<file path="config.mk">
export PLATFORM = sky130hd
export DESIGN_NAME = rf_wb_arbiter
export DESIGN_NICKNAME = d
export VERILOG_FILES = /design/src/rtl/rf_pkg.sv /design/src/rtl/rr_arbiter.sv /design/src/rtl/rf_wb_arbiter.sv
export SDC_FILE = /design/constraint.sdc
export NUM_CORES = 1
export LEC_CHECK = 0
export CORE_UTILIZATION = 40
export CTS_BUF_LIST = sky130_fd_sc_hd__clkbuf_16
export DETAILED_ROUTE_END_ITERATION = 8
export GPL_TIMING_DRIVEN = 0
export PLACE_DENSITY_LB_ADDON = 0.25
export SYNTH_ARGS = -nofsm -noshare
export SYNTH_HDL_FRONTEND = slang
export SYNTH_SLANG_ARGS = --single-unit
</file>
<file path="constraint.sdc">
create_clock -name clk -period 3.7 [get_ports clk]
set_clock_uncertainty 0.15 [all_clocks]
set_input_delay 0.74 -clock clk [delete_from_list [all_inputs] [get_ports clk]]
set_output_delay 0.74 -clock clk [all_outputs]
set_load 0.01 [all_outputs]
</file>
<file path="src/rtl/rf_pkg.sv">
// rf_pkg: register-file geometry shared by the writeback path
package rf_pkg;
  localparam int REG_ADDR_W = 5;
  localparam int REG_DATA_W = 32;
  localparam int NUM_REGS = 32;
  localparam int REG_ZERO = 0;
endpackage

</file>
<file path="src/rtl/rr_arbiter.sv">
// rr_arbiter: round-robin grant with a pointer that advances past each accepted requester
module rr_arbiter #(
  parameter int N = 3,
  localparam int IW = (N > 1) ? $clog2(N) : 1
) (
  input  logic          clk,
  input  logic          rst_n,
  input  logic [N-1:0]  req,
  input  logic          en,
  output logic [N-1:0]  gnt,
  output logic [IW-1:0] gnt_idx
);
  logic [IW-1:0] ptr;
  logic [IW-1:0] j;
  logic any;
  always_comb begin
    gnt_idx = '0;
    any = 1'b0;
    j = '0;
    // scan from farthest to nearest so the requester closest to ptr wins
    for (int k = N - 1; k >= 0; k--) begin
      j = IW'((int'(ptr) + k) % N);
      if (req[j]) begin
        gnt_idx = j;
        any = 1'b1;
      end
    end
    gnt = (any && en && rst_n) ? N'(1) << gnt_idx : '0;
  end
  always_ff @(posedge clk)
    if (!rst_n) ptr <= '0;
    else if (|gnt) ptr <= (int'(gnt_idx) == N - 1) ? '0 : gnt_idx + 1'b1;
endmodule

</file>
<file path="src/rtl/rf_wb_arbiter.sv">
// rf_wb_arbiter: shares the register-file write port among NREQ writeback sources
module rf_wb_arbiter
  import rf_pkg::*;
#(
  parameter int NREQ = 3,
  parameter int ADDR_W = REG_ADDR_W,
  parameter int DATA_W = REG_DATA_W
) (
  input  logic                   clk,
  input  logic                   rst_n,
  input  logic                   hold,
  input  logic [NREQ-1:0]        req_valid,
  output logic [NREQ-1:0]        req_ready,
  input  logic [NREQ*ADDR_W-1:0] req_addr,
  input  logic [NREQ*DATA_W-1:0] req_data,
  output logic                   we3,
  output logic [ADDR_W-1:0]      wa3,
  output logic [DATA_W-1:0]      wd3,
  output logic                   wr_conflict,
  output logic [2:0]             grant_id
);
  localparam int IW = (NREQ > 1) ? $clog2(NREQ) : 1;
  logic [IW-1:0] idx;
  logic [ADDR_W-1:0] addr;
  logic [DATA_W-1:0] data;
  logic xfer, conf;
  rr_arbiter #(.N(NREQ)) u_rr (
    .clk(clk), .rst_n(rst_n), .req(req_valid), .en(!hold),
    .gnt(req_ready), .gnt_idx(idx)
  );
  always_comb begin
    addr = req_addr[idx*ADDR_W +: ADDR_W];
    data = req_data[idx*DATA_W +: DATA_W];
    xfer = |req_ready;
    conf = 1'b0;
    // conflicts are flagged regardless of hold: they describe what is requested, not granted
    for (int i = 0; i < NREQ; i++)
      for (int k = i + 1; k < NREQ; k++)
        if (req_valid[i] && req_valid[k] &&
            req_addr[i*ADDR_W +: ADDR_W] == req_addr[k*ADDR_W +: ADDR_W] &&
            req_addr[i*ADDR_W +: ADDR_W] != ADDR_W'(REG_ZERO))
          conf = 1'b1;
  end
  always_ff @(posedge clk)
    if (!rst_n) begin
      we3 <= 1'b0;
      wa3 <= '0;
      wd3 <= '0;
      wr_conflict <= 1'b0;
      grant_id <= '0;
    end else begin
      we3 <= xfer && addr != ADDR_W'(REG_ZERO);
      wr_conflict <= conf;
      if (xfer) begin
        wa3 <= addr;
        wd3 <= data;
        grant_id <= 3'(idx);
      end
    end
endmodule

</file>
== Word level (Yosys, flattened, before mapping) ==
Cells that the tools add are included.

* Memory bits (writable): 0
* Memories kept: 0
* Logic and storage cells: 57
* Bits in read-only memories: 0
* Bits in latches: 0
* Output and inout bits: 45
* Bits in registers: 43

* Divide/modulo/power cells: 3
* Eq/ne operators: 4
* Shift operators: 3
* Add/subtract/negate cells: 3
* Bitwise logic cells: 0
* Reductions and logical operators: 17
* $mul: 1
* Multiplexer cells: 17
* Order comparisons: 3

{| class="wikitable"
|+ Operators by type and width
! cell !! number
|-
| variable part select 96 x 8 -> 32 bit || 1
|-
| modulo 32 x 3 -> 32 bit (second input constant) || 2
|-
| modulo 3 x 3 -> 32 bit (second input constant) || 1
|-
| equality test 5 bit || 3
|-
| nonzero test 5 bit || 3
|-
| variable part select 15 x 6 -> 5 bit || 1
|-
| logical AND 1 bit || 12
|-
| < comparator 2 x 3 -> 1 bit (second input constant) || 3
|-
| two-way mux 1 bit || 9
|-
| two-way mux 2 bit || 4
|-
| binary-select mux 1 bit (select 2 bit) || 3
|-
| multiplier 2 x 3 -> 5 bit (second input constant) || 1
|-
| adder 2 x 1 -> 3 bit (second input constant) || 1
|-
| adder 2 x 2 -> 3 bit (second input constant) || 1
|-
| two-way mux 3 bit || 1
|-
| OR reduction 3 bit || 1
|-
| << shifter 1 x 2 -> 3 bit (first input constant) || 1
|-
| adder 2 x 1 -> 2 bit (second input constant) || 1
|-
| equality test 2 bit (second input constant) || 1
|-
| zero test 1 bit || 1
|}

== Depth between registers and ports, before layout ==
* Word-level depth: 12
* Depth in mapped cells: 12
* Depth with buffers taken out: 8

== By module ==
From an unflattened synthesis, not the netlist that was laid out.

* Cells, all modules: 303
* Area, all modules: 2800.2 um^2

{| class="wikitable"
|+ Modules (own cells, without submodules)
! module !! area an instance (um^2) !! cells an instance !! instances !! sequential area each (um^2)
|-
| rf_wb_arbiter || 2437.3 || 258 || 1 || 820.8
|-
| rr_arbiter || 362.8 || 45 || 1 || 40.0
|}

== Worst setup path after synthesis ==
Ideal clock, no wire load.

* Path kind: in2out
* Start point: input port req_valid[1]
* End point: output port req_ready[0]
* Slack: 0.556 ns
* Required time: 2.810 ns
* Stages: 9
* Arrival time: 2.254 ns
* Cells stage by stage: buf_2 -> inv_1 -> o221ai_1 -> a21oi_1 -> or2_2 -> buf_2 -> buf_2 -> buf_2 -> nor3_1

* Cells in the longest elaborated chain, start to end: 8

{| class="wikitable"
|+ RTL lines
! item !! line !! source
|-
| from (decl) || rf_wb_arbiter.sv:12 || <nowiki>input logic [NREQ-1:0] req_valid,</nowiki>
|-
| binary-select mux 1 bit (select 2 bit) || rr_arbiter.sv:23 || <nowiki>if (req[j]) begin</nowiki>
|-
| two-way mux 1 bit (not written as such) || rr_arbiter.sv:23 ||
|-
| two-way mux 1 bit (3 in series) || rr_arbiter.sv:23 ||
|-
| logical AND 1 bit (2 in series) || rr_arbiter.sv:28 || <nowiki>gnt = (any && en && rst_n) ? N'(1) << gnt_idx : '0;</nowiki>
|-
| two-way mux 3 bit * || rr_arbiter.sv:28 ||
|-
| to (decl) || rf_wb_arbiter.sv:13 || <nowiki>output logic [NREQ-1:0] req_ready,</nowiki>
|}

Mark *: on every way between the ends. The rest lies on a longest branch, timed or not. The select of a mux whose other input is x is not followed.

== Worst setup path after layout ==
* Start point: register u_rr.ptr[0]
* End point: output port req_ready[2]

* Cells in the longest elaborated chain, start to end: 10

{| class="wikitable"
|+ RTL lines
! item !! line !! source
|-
| from (decl) || rr_arbiter.sv:13 || <nowiki>logic [IW-1:0] ptr;</nowiki>
|-
| from (signal assigned) || rr_arbiter.sv:32 || <nowiki>else if (|gnt) ptr <= (int'(gnt_idx) == N - 1) ? '0 : gnt_idx + 1'b1;</nowiki>
|-
| adder 2 x 2 -> 3 bit || rr_arbiter.sv:22 || <nowiki>j = IW'((int'(ptr) + k) % N);</nowiki>
|-
| modulo 32 x 3 -> 32 bit || rr_arbiter.sv:22 ||
|-
| binary-select mux 1 bit (select 2 bit) || rr_arbiter.sv:23 ||
|-
| two-way mux 1 bit (not written as such) || rr_arbiter.sv:23 ||
|-
| two-way mux 1 bit (3 in series) || rr_arbiter.sv:23 ||
|-
| logical AND 1 bit (2 in series) || rr_arbiter.sv:28 ||
|-
| two-way mux 3 bit * || rr_arbiter.sv:28 ||
|}

Marks and branches as above.

==> results.py <==
metrics = {
    "logic_synthesis": {
        "synth_ff_type": "dfxtp_1",
        "synthCells": 362,
        "ys.warnings.count": 0,
        "synth_area_um2": 3140,
        "synth-seq-cells": 43,
        "synth.distinct_cells": 50,
        "synth_top_cell_area_share": 0.274,
        "ys_top_cells_by_count": "43 x dfxtp_1, 43 x nor2_1, 39 x nand3_1, 28 x o31ai_2",
        "async_flop_share": 0,
        "synth.area.top_cells": "dfxtp_1 27%, o31ai_2 11%, a211oi_2 11%",
        "synth_top_cell_by_area": "dfxtp_1",
        "synth_area_per_cell_um2": 8.68,
        "synth_fp_nets": 482,
        "yosysSeqAreaShare": 0.274,
        "synth_edf_count": 0,
    },
    "global_route": {
        "grt_busiest_layer": "met2",
        "grt.total_usage": 0.255,
        "grt_pass1_vias": 3359,
        "grt_pass1_wl_mm": 16.9,
        "use_met3": 0.0471,
        "use_met2": 0.441,
        "antenna_found_initial": 0,
        "met1_usage": 0.323,
        "grt_max_degree": 20,
        "grt-ovfl-total": 0,
    },
    "pwr": {
        "p_leak_nw": 1.89,
        "p_int_mw": 1.20,
        "ir_drop_v": 0.000181,
        "switching_share": 0.329,
        "p_comb_frac": 0.441,
        "p_sw_mw": 0.588,
        "power_density_nw_per_um2": 359,
        "seq_power_share": 0.315,
        "clkPwrFrac": 0.243,
    },
    "sta": {
        "period_share": 0.976,
        "rsz0062_at_grt": "no",
        "fin_crit_ns": 3.61,
        "slew_headroom": 0.491,
        "slew_viol_final": 0,
        "tightest_slew_ns": 0.763,
        "max_freq_mhz": 277,
        "hold_viol": 0,
        "finalSetupViolCount": 0,
    },
    "final_layout": {
        "diodes": 0,
        "nets": 645,
        "multiInputGateArea_um2": 2000,
        "stdcell_count": 625,
        "layout-drive-gt1-share": 0.200,
        "ff_latch_area_um2": 862,
        "nFillCells": 639,
        "postLayoutCellArea_um2": 4980,
        "areaGrowthSynthToFinish_pct": 58.5,
    },
    "route": {
        "drtIter0Drc": 179,
        "ant_nets": 0,
        "wl_per_cell_um": 17.1,
        "drc": 0,
        "viasPerCell": 5.59,
        "firstDrtPassIters": 5,
        "dr_total_vias": 3496,
        "wirelength_mm": 10.7,
    },
    "critical_path": {
        "slowest_delay_ns": 0.48,
        "crit_fanout": 10,
        "timing.rr.end": "we3",
        "reg2reg_slack_ns": 0.91,
        "criticalPathCategory": "flop to primary output",
        "path_delay_family": "buffers and inverters",
        "crit_path_end_kind": "primary output",
        "r2r_cells": 10,
        "arrival_ns": 2.72,
        "cp_slowest_cell": "clkdlybuf4s50_1",
        "cp_num_buf_inv": 4,
        "crit_required_ns": 2.81,
        "path_cells": "inv_1, ha_1, buf_4, nor2b_1, o21ai_0, a21o_2, clkbuf_2, nor2_1, clkdlybuf4s50_1",
        "reg2reg_from": "u_rr.ptr[0]",
        "startpoint_type": "flop",
    },
    "clock_tree": {
        "clk_pin_slew_ns": 0.06,
        "root_buffer": "clkbuf_16",
        "h-tree-depth": 2,
        "clk_latency_ns": 0.29,
        "numCtsBuffers": 5,
        "clock-sinks": 43,
        "cts_buffer_depth": 2,
        "cts_tree": "done",
    },
    "placed_design": {
        "place.gp.congestion": 0.843,
        "placed_cells": 618,
        "dp_hpwl_mm": 8.18,
        "post_dp_cell_area_um2": 4840,
        "io_buffers": 157,
    },
    "status": {
        "status": "finished, final reports clean",
    },
    "hold_path": {
        "hold_path.class": "flop to flop",
        "worstHoldEndpoint": "wa3[0]",
        "whs_path_depth": 2,
        "hold_start": "wa3[0]",
    },
    "floorplan": {
        "design.core.area_um2": 7410,
        "rows": 31,
        "ios": 162,
        "die_y_um": 90.6,
        "die_w_um": 90.6,
        "die_area_um2": 8210,
        "start_util": 0.424,
    },
    "run": {
        "maxCapViolations": 0,
    },
}
-- worst min-delay path, stage by stage, from the launching register on --
cell,delay (ns)
dfxtp_1,0.31
nand2_1,0.05
a21oi_1,0.05
-- timing repair --
item | CTS | global route
gates resized for setup | 9 | 7
setup endpoints to repair | 3 | 2
hold buffers | 0 | 0
pin swaps | 1 | 0
setup buffers | 1 | 0
-- through the flow --
stage / total power [mW] / setup slack, ns / utilization / setup TNS, ns / hold slack [ns]
after floorplan: 1.01 / 0.556 / - / 0 / 0.319
after global placement: 1.34 / -0.573 / 0.653 / -1.48 / 0.300
after detailed placement: 1.36 / -0.609 / 0.653 / -1.63 / 0.304
after CTS: 1.80 / 0.00252 / 0.673 / 0 / 0.314
after global routing: 1.87 / 0.0118 / 0.672 / 0 / 0.337
final: 1.79 / 0.0889 / 0.672 / 0 / 0.311
-- power groups by stage --
stage	sequential (mW)	clock, mW	combinational, mW
after floorplan	0.598	0	0.411
after global placement	0.568	0	0.773
after detailed placement	0.571	0	0.786
after CTS	0.563	0.443	0.790
after global routing	0.569	0.457	0.844
final	0.563	0.435	0.789
-- final cells by class --
class	count	area share
multi-input cells	271	0.401
repair buffers	158	0.315
flip-flops and latches	43	0.173
plain buffers	36	0.0500
clock buffers	5	0.0251
well taps	99	0.0249
inverters	10	0.00754
clock inverters	3	0.00327
-- state kept, by name, summed over array words and instances (netlist names) --
name	cells
wa3	5
u_rr.ptr	2
we3	1
wr_conflict	1
grant_id	2
wd3	32
-- cells by family after synthesis --
kind of cell | synth area share
other | 0.00119
AND/OR/NAND/NOR | 0.244
adder cells (fa/ha/maj) | 0.0120
flip-flops | 0.274
buffers and inverters | 0.0920
XOR/XNOR | 0.0390
AO/OA/AOI/OAI | 0.326
multiplexers | 0.0112
-- layer usage --
layer,wire [um],vias up
met5,0,-
met4,167,0
met3,808,21
met2,5130,173
met1,4550,1632
li1,-,1670
-- worst max-delay path by stage --
| stage | start | to | slack (ns) | cells past startpoint |
|---|---|---|---|---|
| floorplan | req_valid[1] | req_ready[0] | 0.56 | 9 |
| global placement | req_valid[0] | req_ready[1] | -0.57 | 10 |
| detailed placement | req_valid[0] | req_ready[1] | -0.61 | 9 |
| CTS | u_rr.ptr[0] | req_ready[2] | 0.003 | 9 |
| global route | u_rr.ptr[0] | req_ready[2] | 0.01 | 9 |
| finish | u_rr.ptr[0] | req_ready[2] | 0.09 | 9 |
-- cells in the final DEF (no fill, tap or decap), drive strengths merged, types with 2 or more instances in the layout --
cell type      synthesis  layout
nor3                   4       4
o21ai                  9       9
mux2i                  2       2
dfxtp                 43      43
a31oi                  2       2
and3                  34      34
clkdlybuf4s50          0     154
nand4                  5       5
a21oi                 11      11
o31ai                 34      34
nand2b                 2       2
buf                   23      24
nor2                  43      43
xnor2                  7       7
clkbuf                14      19
nand2                 10      10
nor4                   2       2
nand3                 39      39
a21o                   3       3
inv                   10      11
ha                     3       3
a311o                  2       2
o221ai                 2       2
xor2                   7       7
a211oi                34      34
nor2b                  2       2
Power figures use the tool's default switching activity.
